--- src/rtl/idc_host.sv ---
// Host-side driver for the image controller: buffers an 8x8 frame plus op slots, streams
// them out, then collects 16 results. Optional checksum accumulator: IDC_HOST_CHECKSUM_EN.
module idc_host #(
  parameter int TIMEOUT = 1000
) (
  input  logic        clk,
  input  logic        rst,
  input  logic        cfg_we,
  input  logic [6:0]  cfg_addr,
  input  logic [6:0]  cfg_wdata,
  input  logic        start,
  output logic        in_valid,
  output logic [6:0]  in_data,
  output logic [3:0]  op,
  input  logic        out_valid,
  input  logic [6:0]  out_data,
  input  logic [3:0]  rd_addr,
  output logic [6:0]  rd_data,
  output logic        busy,
  output logic        done,
  output logic        timeout_err,
  output logic [10:0] checksum
);

  typedef enum logic [2:0] {IDLE, SEND, WAIT, RECV, FIN} state_t;

  localparam int TW = (TIMEOUT > 1) ? $clog2(TIMEOUT) : 1;
  localparam logic [TW-1:0] TLAST = TW'(TIMEOUT - 1);

  state_t          state_q;
  logic [5:0]      cnt_q;
  logic [3:0]      k_q;
  logic [TW-1:0]   timer_q;
  logic            iv_q, done_q, terr_q;
  logic [6:0]      idata_q;
  logic [3:0]      op_q;
  logic [6:0]      pix_q [64];
  logic [3:0]      ops_q [15];
  logic [6:0]      res_q [16];

  logic            wr_pix, wr_op;
  logic [6:0]      pix0_d;
  logic [3:0]      op0_d;
  logic [5:0]      cnt_d;
  logic [10:0]     out_sext;

  // Op slots 64..78 decode straight from the low nibble of the address.
  assign wr_pix   = cfg_we && !cfg_addr[6];
  assign wr_op    = cfg_we && (cfg_addr[6:4] == 3'b100) && (cfg_addr[3:0] != 4'hF);
  // A write coinciding with start must be visible in the very first beat.
  assign pix0_d   = (wr_pix && cfg_addr[5:0] == 6'd0) ? cfg_wdata : pix_q[0];
  assign op0_d    = (wr_op && cfg_addr[3:0] == 4'd0) ? cfg_wdata[3:0] : ops_q[0];
  assign cnt_d    = cnt_q + 6'd1;
  assign out_sext = {{4{out_data[6]}}, out_data};

  always_ff @(posedge clk or posedge rst) begin
    if (rst) begin
      state_q <= IDLE;
      cnt_q   <= '0;
      k_q     <= '0;
      timer_q <= '0;
      iv_q    <= 1'b0;
      idata_q <= '0;
      op_q    <= '0;
      done_q  <= 1'b0;
      terr_q  <= 1'b0;
      for (int i = 0; i < 64; i++) pix_q[i] <= '0;
      for (int i = 0; i < 15; i++) ops_q[i] <= '0;
      for (int i = 0; i < 16; i++) res_q[i] <= '0;
    end else begin
      done_q <= 1'b0;
      case (state_q)
        IDLE: begin
          if (wr_pix) pix_q[cfg_addr[5:0]] <= cfg_wdata;
          if (wr_op)  ops_q[cfg_addr[3:0]] <= cfg_wdata[3:0];
          if (start) begin
            state_q <= SEND;
            cnt_q   <= '0;
            k_q     <= '0;
            terr_q  <= 1'b0;
            iv_q    <= 1'b1;
            idata_q <= pix0_d;
            op_q    <= op0_d;
          end
        end
        SEND: begin
          if (cnt_q == 6'd63) begin
            state_q <= WAIT;
            iv_q    <= 1'b0;
            idata_q <= '0;
            op_q    <= '0;
            timer_q <= '0;
          end else begin
            cnt_q   <= cnt_d;
            idata_q <= pix_q[cnt_d];
            op_q    <= (cnt_d < 6'd15) ? ops_q[cnt_d[3:0]] : 4'd0;
          end
        end
        WAIT: begin
          if (out_valid) begin
            res_q[0] <= out_data;
            k_q      <= 4'd1;
            state_q  <= RECV;
          end else if (timer_q == TLAST) begin
            terr_q  <= 1'b1;
            state_q <= IDLE;
          end else begin
            timer_q <= timer_q + 1'b1;
          end
        end
        RECV: begin
          if (out_valid) begin
            res_q[k_q] <= out_data;
            k_q        <= k_q + 4'd1;
            if (k_q == 4'd15) begin
              state_q <= FIN;
              done_q  <= 1'b1;
            end
          end
        end
        FIN:     state_q <= IDLE;
        default: state_q <= IDLE;
      endcase
    end
  end

`ifdef IDC_HOST_CHECKSUM_EN
  logic [10:0] chk_q;
  always_ff @(posedge clk or posedge rst) begin
    if (rst)
      chk_q <= '0;
    else if (state_q == IDLE && start)
      chk_q <= '0;
    else if ((state_q == WAIT || state_q == RECV) && out_valid)
      chk_q <= chk_q + out_sext;
  end
  assign checksum = chk_q;
`else
  logic unused_sext;
  assign unused_sext = ^out_sext;
  assign checksum    = '0;
`endif

  assign in_valid    = iv_q;
  assign in_data     = idata_q;
  assign op          = op_q;
  assign busy        = (state_q != IDLE);
  assign done        = done_q;
  assign timeout_err = terr_q;
  assign rd_data     = res_q[rd_addr];

endmodule

--- config.mk ---
export PLATFORM = sky130hd
export DESIGN_NAME = idc_host
export DESIGN_NICKNAME = d
export VERILOG_FILES = /design/src/rtl/idc_host.sv
export SDC_FILE = /design/constraint.sdc
export NUM_CORES = 1
export LEC_CHECK = 0
export CORE_MARGIN = 5
export CORE_UTILIZATION = 55
export CTS_CLUSTER_SIZE = 20
export DETAILED_ROUTE_END_ITERATION = 8
export DONT_BUFFER_PORTS = 1
export PLACE_DENSITY = 0.7
export SKIP_LAST_GASP = 1
export SLEW_MARGIN = 20
export SYNTH_ARGS = -nofsm -noshare
export SYNTH_HDL_FRONTEND = slang
export SYNTH_SLANG_ARGS = --single-unit
--- constraint.sdc ---
create_clock -name clk -period 28.1 [get_ports clk]
set_input_delay 2.81 -clock clk [delete_from_list [all_inputs] [get_ports clk]]
set_output_delay 2.81 -clock clk [all_outputs]
set_load 0.01 [all_outputs]
; Yosys cells after proc, flatten, opt, wreduce, memory -nomap -nowiden
; Cells that the tools add are included.
; W data, S select, Z words.
[classes]
addsub = 3
mul = 0
div_mod_pow = 0
order_cmp = 10
eq_ne = 18
n_shift = 0
n_mux = 58
n_bitwise = 6
reduce_logical = 29
[ops]
columns = op, n
row1 = $bwmux W448, 1
row2 = $bwmux W112, 1
row3 = $mux W112, 1
row4 = $mux W7, 10
row5 = $bwmux W60, 1
row6 = $bmux W7 S6, 1
row7 = $demux W7 S6, 1
row8 = $mux W4, 10
row9 = $mux W10, 3
row10 = $bmux W7 S4, 1
row11 = $demux W7 S4, 1
row12 = $pmux W7 S2, 2
row13 = $ge A5 B5 Y1 const B, 4
row14 = $not A4 Y5, 4
row15 = $pmux W10 S2, 1
row16 = $mux W3, 6
row17 = $ne A2 B2 Y1 const B, 9
row18 = $bmux W4 S4, 1
row19 = $demux W4 S4, 1
row20 = $ge A7 B7 Y1 const B, 2
row21 = $not A6 Y7, 2
row22 = $mux W6, 2
row23 = $pmux W3 S4, 1
row24 = $pmux W4 S3, 1
row25 = 29 further kinds, 57
[word_totals]
ff_bits = 657
latch_bits = 0
ram_bits = 0
rom_bits = 0
in_bits = 30
out_inout_bits = 33
wordCells = 228
memories = 0

; Depth between registers and ports, before layout
; Gate-level depths: netlist of run 1.
[depth]
word_depth = 8
ltp_mapped = 12
depth_no_buf = 7

; Least setup slack after synthesis of run 1
; No wires, ideal clock.
[synth_path]
path_type = input -> output
startpoint = in rd_addr[0]
endpoint = out rd_data[0]
t_arrival_ns = 4.417
required_time_ns = 25.290
path_slack_ns = 20.873
stages = 4
path_buffers = 2
path_cell_list = buf_2 -> buf_2 -> mux4_2 -> mux4_2
[synth_between]
elab_chain_len = 4
[synth_lines]
columns = item, line_no
row1 = start: declaration, 17  ; input logic [3:0] rd_addr,
row2 = $not A4 Y5 (implied by the code), 150  ; assign rd_data = res_q[rd_addr];
row3 = $bmux W7 S4, 150
row4 = $mux W7 (implied by the code) (2 in series), 150
row5 = end: declaration, 18  ; output logic [6:0] rd_data,
; Every way passes these cells. The select of a mux whose other input is x is not followed.

; Worst setup path after layout of run 1
[layout_path]
startpoint = in rd_addr[0]
endpoint = out rd_data[2]
; The elaborated chain is that of the path after synthesis.

==> metrics.md, run 1 <==
| Metric | Value |
|---|---|
| Pwr Density | 75.41 nW/um^2 |
| I/O Pins | 63 |
| Setup Skew | 14.85 ps |
| Combinational share of power | 20.2% |
| Register area share after synthesis | 53.58% |
| Port bufs | 0 |
| CP most frequent cell | mux4_2 |
| Total wire length | 71010 um |
| Ys async rst share | 100.0% |
| Iter 0 DRT Violations | 1493 |
| Final HPWL DP | 44820 um |
| Antenna diodes | 0 |
| Synth area leaders | dfrtp_1, mux2_2, mux4_2 |
| Number of synthesized flops with an enable pin | 0 |
| Achievable frequency | 149.6 MHz |
| Final layout net count | 2058 |
| Buffers plus inverters on the worst setup path | 0 |
| Area grow syn2layout | 8.922% |
| Worst Tran Pin Value | 1130 ps |
| 1st-pass router iterations | 5 |
| Maxcap violations | 0 |
| Hold-fix buffers, CTS | 0 |
| Core area | 55200 um^2 |
| Period utilization | 23.79% |
| Row cnt | 86 |
| CP delay by family, top | multiplexers |
| DR vias/cell | 6.293 |
| Share of cells above drive strength 1 | 45.34% |
| Post-CTS setup buffers | 0 |
| Vias in the first global route | 18548 |
| Fin area | 33420 um^2 |
| Final worst-path setup slack | 21410 ps |
| Worst path slowest cell | mux4_2 |
| Global-route wire length before repair | 112300 um |
| Min-delay worst type | reg -> reg |
| CTS tree | built |
| Distinct cells, synth | 61 |
| Internal Power | 1.807 mW |
| Final Setup Violations | 0 |
| Worst hold margin | 497.0 ps |
| Worst slew margin | 22.69% |
| Clock slew at reported path FFs | 50 ps |
| Fin. max-slew vios | 0 |
| Cell taking the most area after synthesis | dfrtp_1 |
| Synthesis Warnings | 0 |
| Peak VDD IR | 0.00005881 V |
| Die width | 246.2 um |
| Final ANT Viol Nets | 0 |
| FF+latch count, synth | 657 |
| RSZ-0062 raised after global routing | false |
| Clock share of power | 36.0% |
| CTS root buffer | clkbuf_16 |
| Sw Share | 28.31% |
| Most instantiated cells after synthesis | dfrtp_1, mux2_2, mux4_2 |
| Post-route DRC | 0 |
| Pleak | 15.83 nW |
| Starting density of the core | 55.59% |
| Gpl congestion | 0.8798 |
| CP peak stage delay | 560 ps |
| Sequential share of power | 43.8% |
| Synthesized instance count | 2080 |
| Initial antenna violation count | 0 |
| Crit. End Element | output port |
| Worst Setup Start Kind | input port |
| Gr ovfl total | 0 |
| Largest net degree at the start of global routing | 194 |
| Critical Path RT | 25290 ps |
| Synthesized area | 30680 um^2 |
| Max FO, Critical Path | 28 |
| Num CTS Buffers | 70 |
| Final Hold Violating Endpoints | 0 |
| Crit path DAT | 3880 ps |
| Vias | 17728 |
| Mean post-synth cell area | 14.75 um^2 |
| Worst-skew pair later-pin latency | 600 ps |
| Dpl ws | 21440 ps |
| Area fraction of the dominant cell type after synthesis | 53.58% |
| Die Y | 246.2 um |
| Main synth FF type | dfrtp_1 |
| Filler cells | 4122 |
| WL/cell | 25.21 um |
| Count leader, synth | dfrtp_1 |
| Die area | 60610 um^2 |
| Final min period | 6685 ps |
| CTS sink cnt | 657 |
| NetSw | 0.7134 mW |
| Placed Area | 31110 um^2 |
| CP Class | in -> out |
| Status | complete, no violations |
| Total Negative Setup Slacks | 0 ps |
| All-Layer GR Usage | 23.94% |
| H-tree Lvls | 3 |
| CTS resizes | 0 |
| Worst path cell trace | mux4_2, mux4_2 |
| Buffer depth of the longest clock path | 3 |
## final timing paths
kind                                              from                     end  slack [ps]  depth (start not counted)
worst max-delay path                        rd_addr[0]              rd_data[2]       21410                          2
worst min-delay path            pix_q[295]$_DFFE_PP0P_  pix_q[295]$_DFFE_PP0P_         500                          1
worst max register to register    cnt_q[0]$_DFFE_PP0P_  in_data[6]$_DFFE_PP0P_       22640                          9
worst min register to register  pix_q[295]$_DFFE_PP0P_  pix_q[295]$_DFFE_PP0P_         500                          1
max in group asynchronous                          rst  pix_q[132]$_DFFE_PP0P_       23620                          3
min in group asynchronous                          rst   ops_q[46]$_DFFE_PP0P_        2170                          1
## through the flow
step	instances	utilization (%)	total power, mW
after global placement	2695	56.33	1.617
final	2817	60.54	2.520
after global routing	2817	60.54	2.625
after floorplan	2090	-	1.508
after CTS	2816	60.45	2.539
after detailed placement	2696	56.35	1.630
## kinds of logic after synthesis
kind of cell	count (synthesis)	synth area share [%]
AO/OA/AOI/OAI	154	3.197
XOR/XNOR	10	0.3099
adder cells (fa/ha/maj)	7	0.2854
buffers and inverters	172	2.679
flip-flops	657	53.58
multiplexers	821	35.96
other	1	0.01222
AND/OR/NAND/NOR	258	3.976
## registers in the layout (all words and copies together), names as in the netlist
signal	flops
pix_q	448
res_q	112
ops_q	60
timer_q	10
in_data	7
cnt_q	6
k_q	4
op	4
state_q	3
done	1
in_valid	1
timeout_err	1
## cell usage in the layout (no fill, tap or decap), drive strengths merged, types with 12 or more instances in the layout
| master | count |
|---|---|
| dfrtp | 657 |
| mux2 | 620 |
| mux4 | 163 |
| nand2 | 116 |
| clkbuf | 105 |
| nor2 | 66 |
| o21ai | 60 |
| mux2i | 38 |
| buf | 21 |
| a31oi | 19 |
| a22oi | 15 |
| a21oi | 14 |
| nand3 | 13 |
| clkinv | 12 |
## power by group through the flow
stage	Sequential [mW]	Clock, mW	Combinational, mW
global placement	1.11	0	0.504
global route	1.11	0.966	0.544
CTS	1.10	0.925	0.511
floorplan	1.08	0	0.426
detailed placement	1.12	0	0.511
finish	1.10	0.907	0.510
## layer usage
metal	part of all wire [%]	vias up	track usage [%]
li1	-	7590	-
met1	44	9487	35.31
met2	47	513	37.04
met3	5.3	138	4.177
met4	3.1	0	7.187
met5	0	-	0
## area by class of cell
cell class | instances | area [um^2] | share of cell area, %
clock inverter | 15 | 143.9 | 0.4305
inverter | 10 | 52.55 | 0.1572
tap | 748 | 935.9 | 2.800
sequential | 657 | 16440 | 49.20
timing repair buffer | 21 | 219.0 | 0.6552
clock buffer | 105 | 2118 | 6.338
multi-input combinational | 1261 | 13510 | 40.41
Power figures use the tool's default switching activity.
==> run 2, diff against run 1 <==
- PLACE_DENSITY: 0.7 -> 0.73
- clock period: 28.1 -> 5.7 ns (I/O delays scaled with it)
==> metrics.md, run 2 (synthesized netlist as in run 1, its figures left out) <==
| Metric | Value |
|---|---|
| Status | complete, no violations (unchanged) |
| CTS resizes | 0 (unchanged) |
| Final worst-path setup slack | 1504 ps (was 21410 ps) |
| Worst-skew pair later-pin latency | 610 ps (was 600 ps) |
| Pleak | 15.86 nW (was 15.83 nW) |
| Total wire length | 73170 um (was 71010 um) |
| Total power | 12.55 mW (was 2.520 mW) |
| Largest regs | pix_q (448), res_q (112), ops_q (60) (unchanged) |
| Largest register by flop count | pix_q (unchanged) |
| Row cnt | 86 (unchanged) |
| CP Class | reg -> reg (was in -> out) |
| Largest net degree at the start of global routing | 180 (was 194) |
| Hold Path Origin | out_data[0] (was pix_q[295]$_DFFE_PP0P_) |
| Starting density of the core | 55.59% (unchanged) |
| Buffer depth of the longest clock path | 3 (unchanged) |
| Critical Path RT | 6160 ps (was 25290 ps) |
| CTS tree | built (unchanged) |
| R2r endpoint | in_data[0]$_DFFE_PP0P_ (was in_data[6]$_DFFE_PP0P_) |
| Peak VDD IR | 0.0004762 V (was 0.00005881 V) |
| H-tree Lvls | 3 (unchanged) |
| Vias in the first global route | 18736 (was 18548) |
| Worst Tran Pin Value | 1218 ps (was 1130 ps) |
| Max FO, Critical Path | 36 (was 28) |
| Met3 WL | 4907 um (was 3796 um) |
| Worst slew margin | 18.80% (was 22.69%) |
| Global-route wire length before repair | 114900 um (was 112300 um) |
| Num CTS Buffers | 71 (was 70) |
| Share of cells above drive strength 1 | 45.20% (was 45.34%) |
| WL/cell | 25.96 um (was 25.21 um) |
| Vias | 17831 (was 17728) |
| Max reg flops | 448 (unchanged) |
| FF-to-FF setup slack | 1500 ps (was 22640 ps) |
| Crit. End Element | flip-flop (was output port) |
| I/O Pins | 63 (unchanged) |
| Final ANT Viol Nets | 0 (unchanged) |
| Worst R2R Start | cnt_q[0]$_DFFE_PP0P_ (unchanged) |
| Die area | 60610 um^2 (unchanged) |
| Dpl ws | 1519 ps (was 21440 ps) |
| Gr ovfl total | 0 (unchanged) |
| Pwr Density | 374.7 nW/um^2 (was 75.41 nW/um^2) |
| Period utilization | 73.61% |
| M1 WL | 31020 um (was 31560 um) |
| Die Y | 246.2 um (unchanged) |
| R2R depth | 7 (was 9) |
| Antenna diodes | 0 (unchanged) |
| Post-route DRC | 0 (unchanged) |
| DR vias/cell | 6.325 (was 6.293) |
| Final HPWL DP | 46430 um (was 44820 um) |
| Final layout net count | 2057 (was 2058) |
| Area grow syn2layout | 9.130% (was 8.922%) |
| Final Hold Violating Endpoints | 0 (unchanged) |
| CTS root buffer | clkbuf_16 (unchanged) |
| WL met2 | 35270 um (was 33460 um) |
| All-Layer GR Usage | 24.47% (was 23.94%) |
| Worst hold margin | 101.9 ps (was 497.0 ps) |
| Setup Skew | 22.78 ps (was 14.85 ps) |
| Crit path DAT | 4660 ps (was 3880 ps) |
| Gpl congestion | 0.9062 (was 0.8798) |
| Hold endpoint | res_q[70]$_DFFE_PP0P_ (was pix_q[295]$_DFFE_PP0P_) |
| Final min period | 4196 ps |
| Min-delay worst type | in -> reg (was reg -> reg) |
| Fin. max-slew vios | 0 (unchanged) |
| Placed Area | 31100 um^2 (was 31110 um^2) |
| Most frequent cells in the layout | dfrtp_1, mux2_2, mux4_2 (unchanged) |
| Worst Setup Start Kind | flip-flop (was input port) |
| Fin area | 33480 um^2 (was 33420 um^2) |
| Initial antenna violation count | 0 (unchanged) |
| Maxcap violations | 0 (unchanged) |
| Die width | 246.2 um (unchanged) |
| Top Metal Used | met4 (unchanged) |
| Clock slew at reported path FFs | 60 ps (was 50 ps) |
| Achievable frequency | 238.3 MHz |
| RSZ-0062 raised after global routing | false (unchanged) |
| Commonest non-fill, non-tap cell in the layout | dfrtp_1 (unchanged) |
| Worst hold stages | 1 (unchanged) |
| 1st-pass router iterations | 6 (was 5) |
| Port bufs | 0 (unchanged) |
| CTS sink cnt | 657 (unchanged) |
| Core area | 55200 um^2 (unchanged) |
| Iter 0 DRT Violations | 1507 (was 1493) |
| Final Setup Violations | 0 (unchanged) |
## run 2: cell count changes in the layout (fill, tap and decap cells not counted), moves of 2 or more
| cell | before | now |
|---|---|---|
| bufinv_16 | 2 | 4 |
| buf_4 | 16 | 13 |
| clkbuf_8 | 15 | 17 |
| clkbuf_16 | 74 | 72 |
| clkinv_2 | 10 | 8 |
## run 2: worst max path at each step
stage / end / start / slack [ps] / cells after the start
final: in_data[0]$_DFFE_PP0P_ / cnt_q[0]$_DFFE_PP0P_ / 1500 / 7
after global routing: in_data[0]$_DFFE_PP0P_ / cnt_q[0]$_DFFE_PP0P_ / 1260 / 7
after CTS: in_data[0]$_DFFE_PP0P_ / cnt_q[0]$_DFFE_PP0P_ / 1480 / 7
after detailed placement: in_data[0]$_DFFE_PP0P_ / cnt_q[0]$_DFFE_PP0P_ / 1520 / 7
after global placement: in_data[1]$_DFFE_PP0P_ / cnt_q[0]$_DFFE_PP0P_ / 1670 / 8
after floorplan: cnt_q[0]$_DFFE_PP0P_ / rst / -3850 / 1
## run 2: area by class of cell
cell class,count,area [um^2]
clock inverter,18,246.5
tap,748,935.9
sequential,657,16440
timing repair buffer,19,215.2
fill,4070,21720
clock buffer,106,2100
multi-input combinational,1261,13500
inverter,10,43.79
## run 2: per-stage QoR
step	setup TNS (ps)	util, %	std cells
after global placement	0	56.33	2693
after detailed placement	0	56.34	2693
after floorplan	-2529790	-	2090
after CTS	0	60.61	2818
after global routing	0	60.66	2819
final	0	60.66	2819
## run 2: what timing repair did
action	CTS	global route
endpoints found under the hold margin	11	0
setup buffers	0	0
hold buffers	1	0
## run 2: worst max-delay path, stage by stage (launching register included)
cell and delay [ps]:
dfrtp_4 910, ha_1 600, xor2_4 860, buf_4 440, mux2i_1 380, o22ai_1 160, a2111oi_0 530, o21ai_0 140
## run 2: power breakdown
group | switching (mW) | internal, mW
Sequential | 0.386 | 5.09
Combinational | 1.30 | 1.16
Clock | 1.87 | 2.74
## run 2: per-layer routing
metal	track usage, %	vias to the layer above
met3	5.663	130
met1	34.53	9559
met2	38.45	551
met4	7.532	0
li1	-	7591
met5	0	-
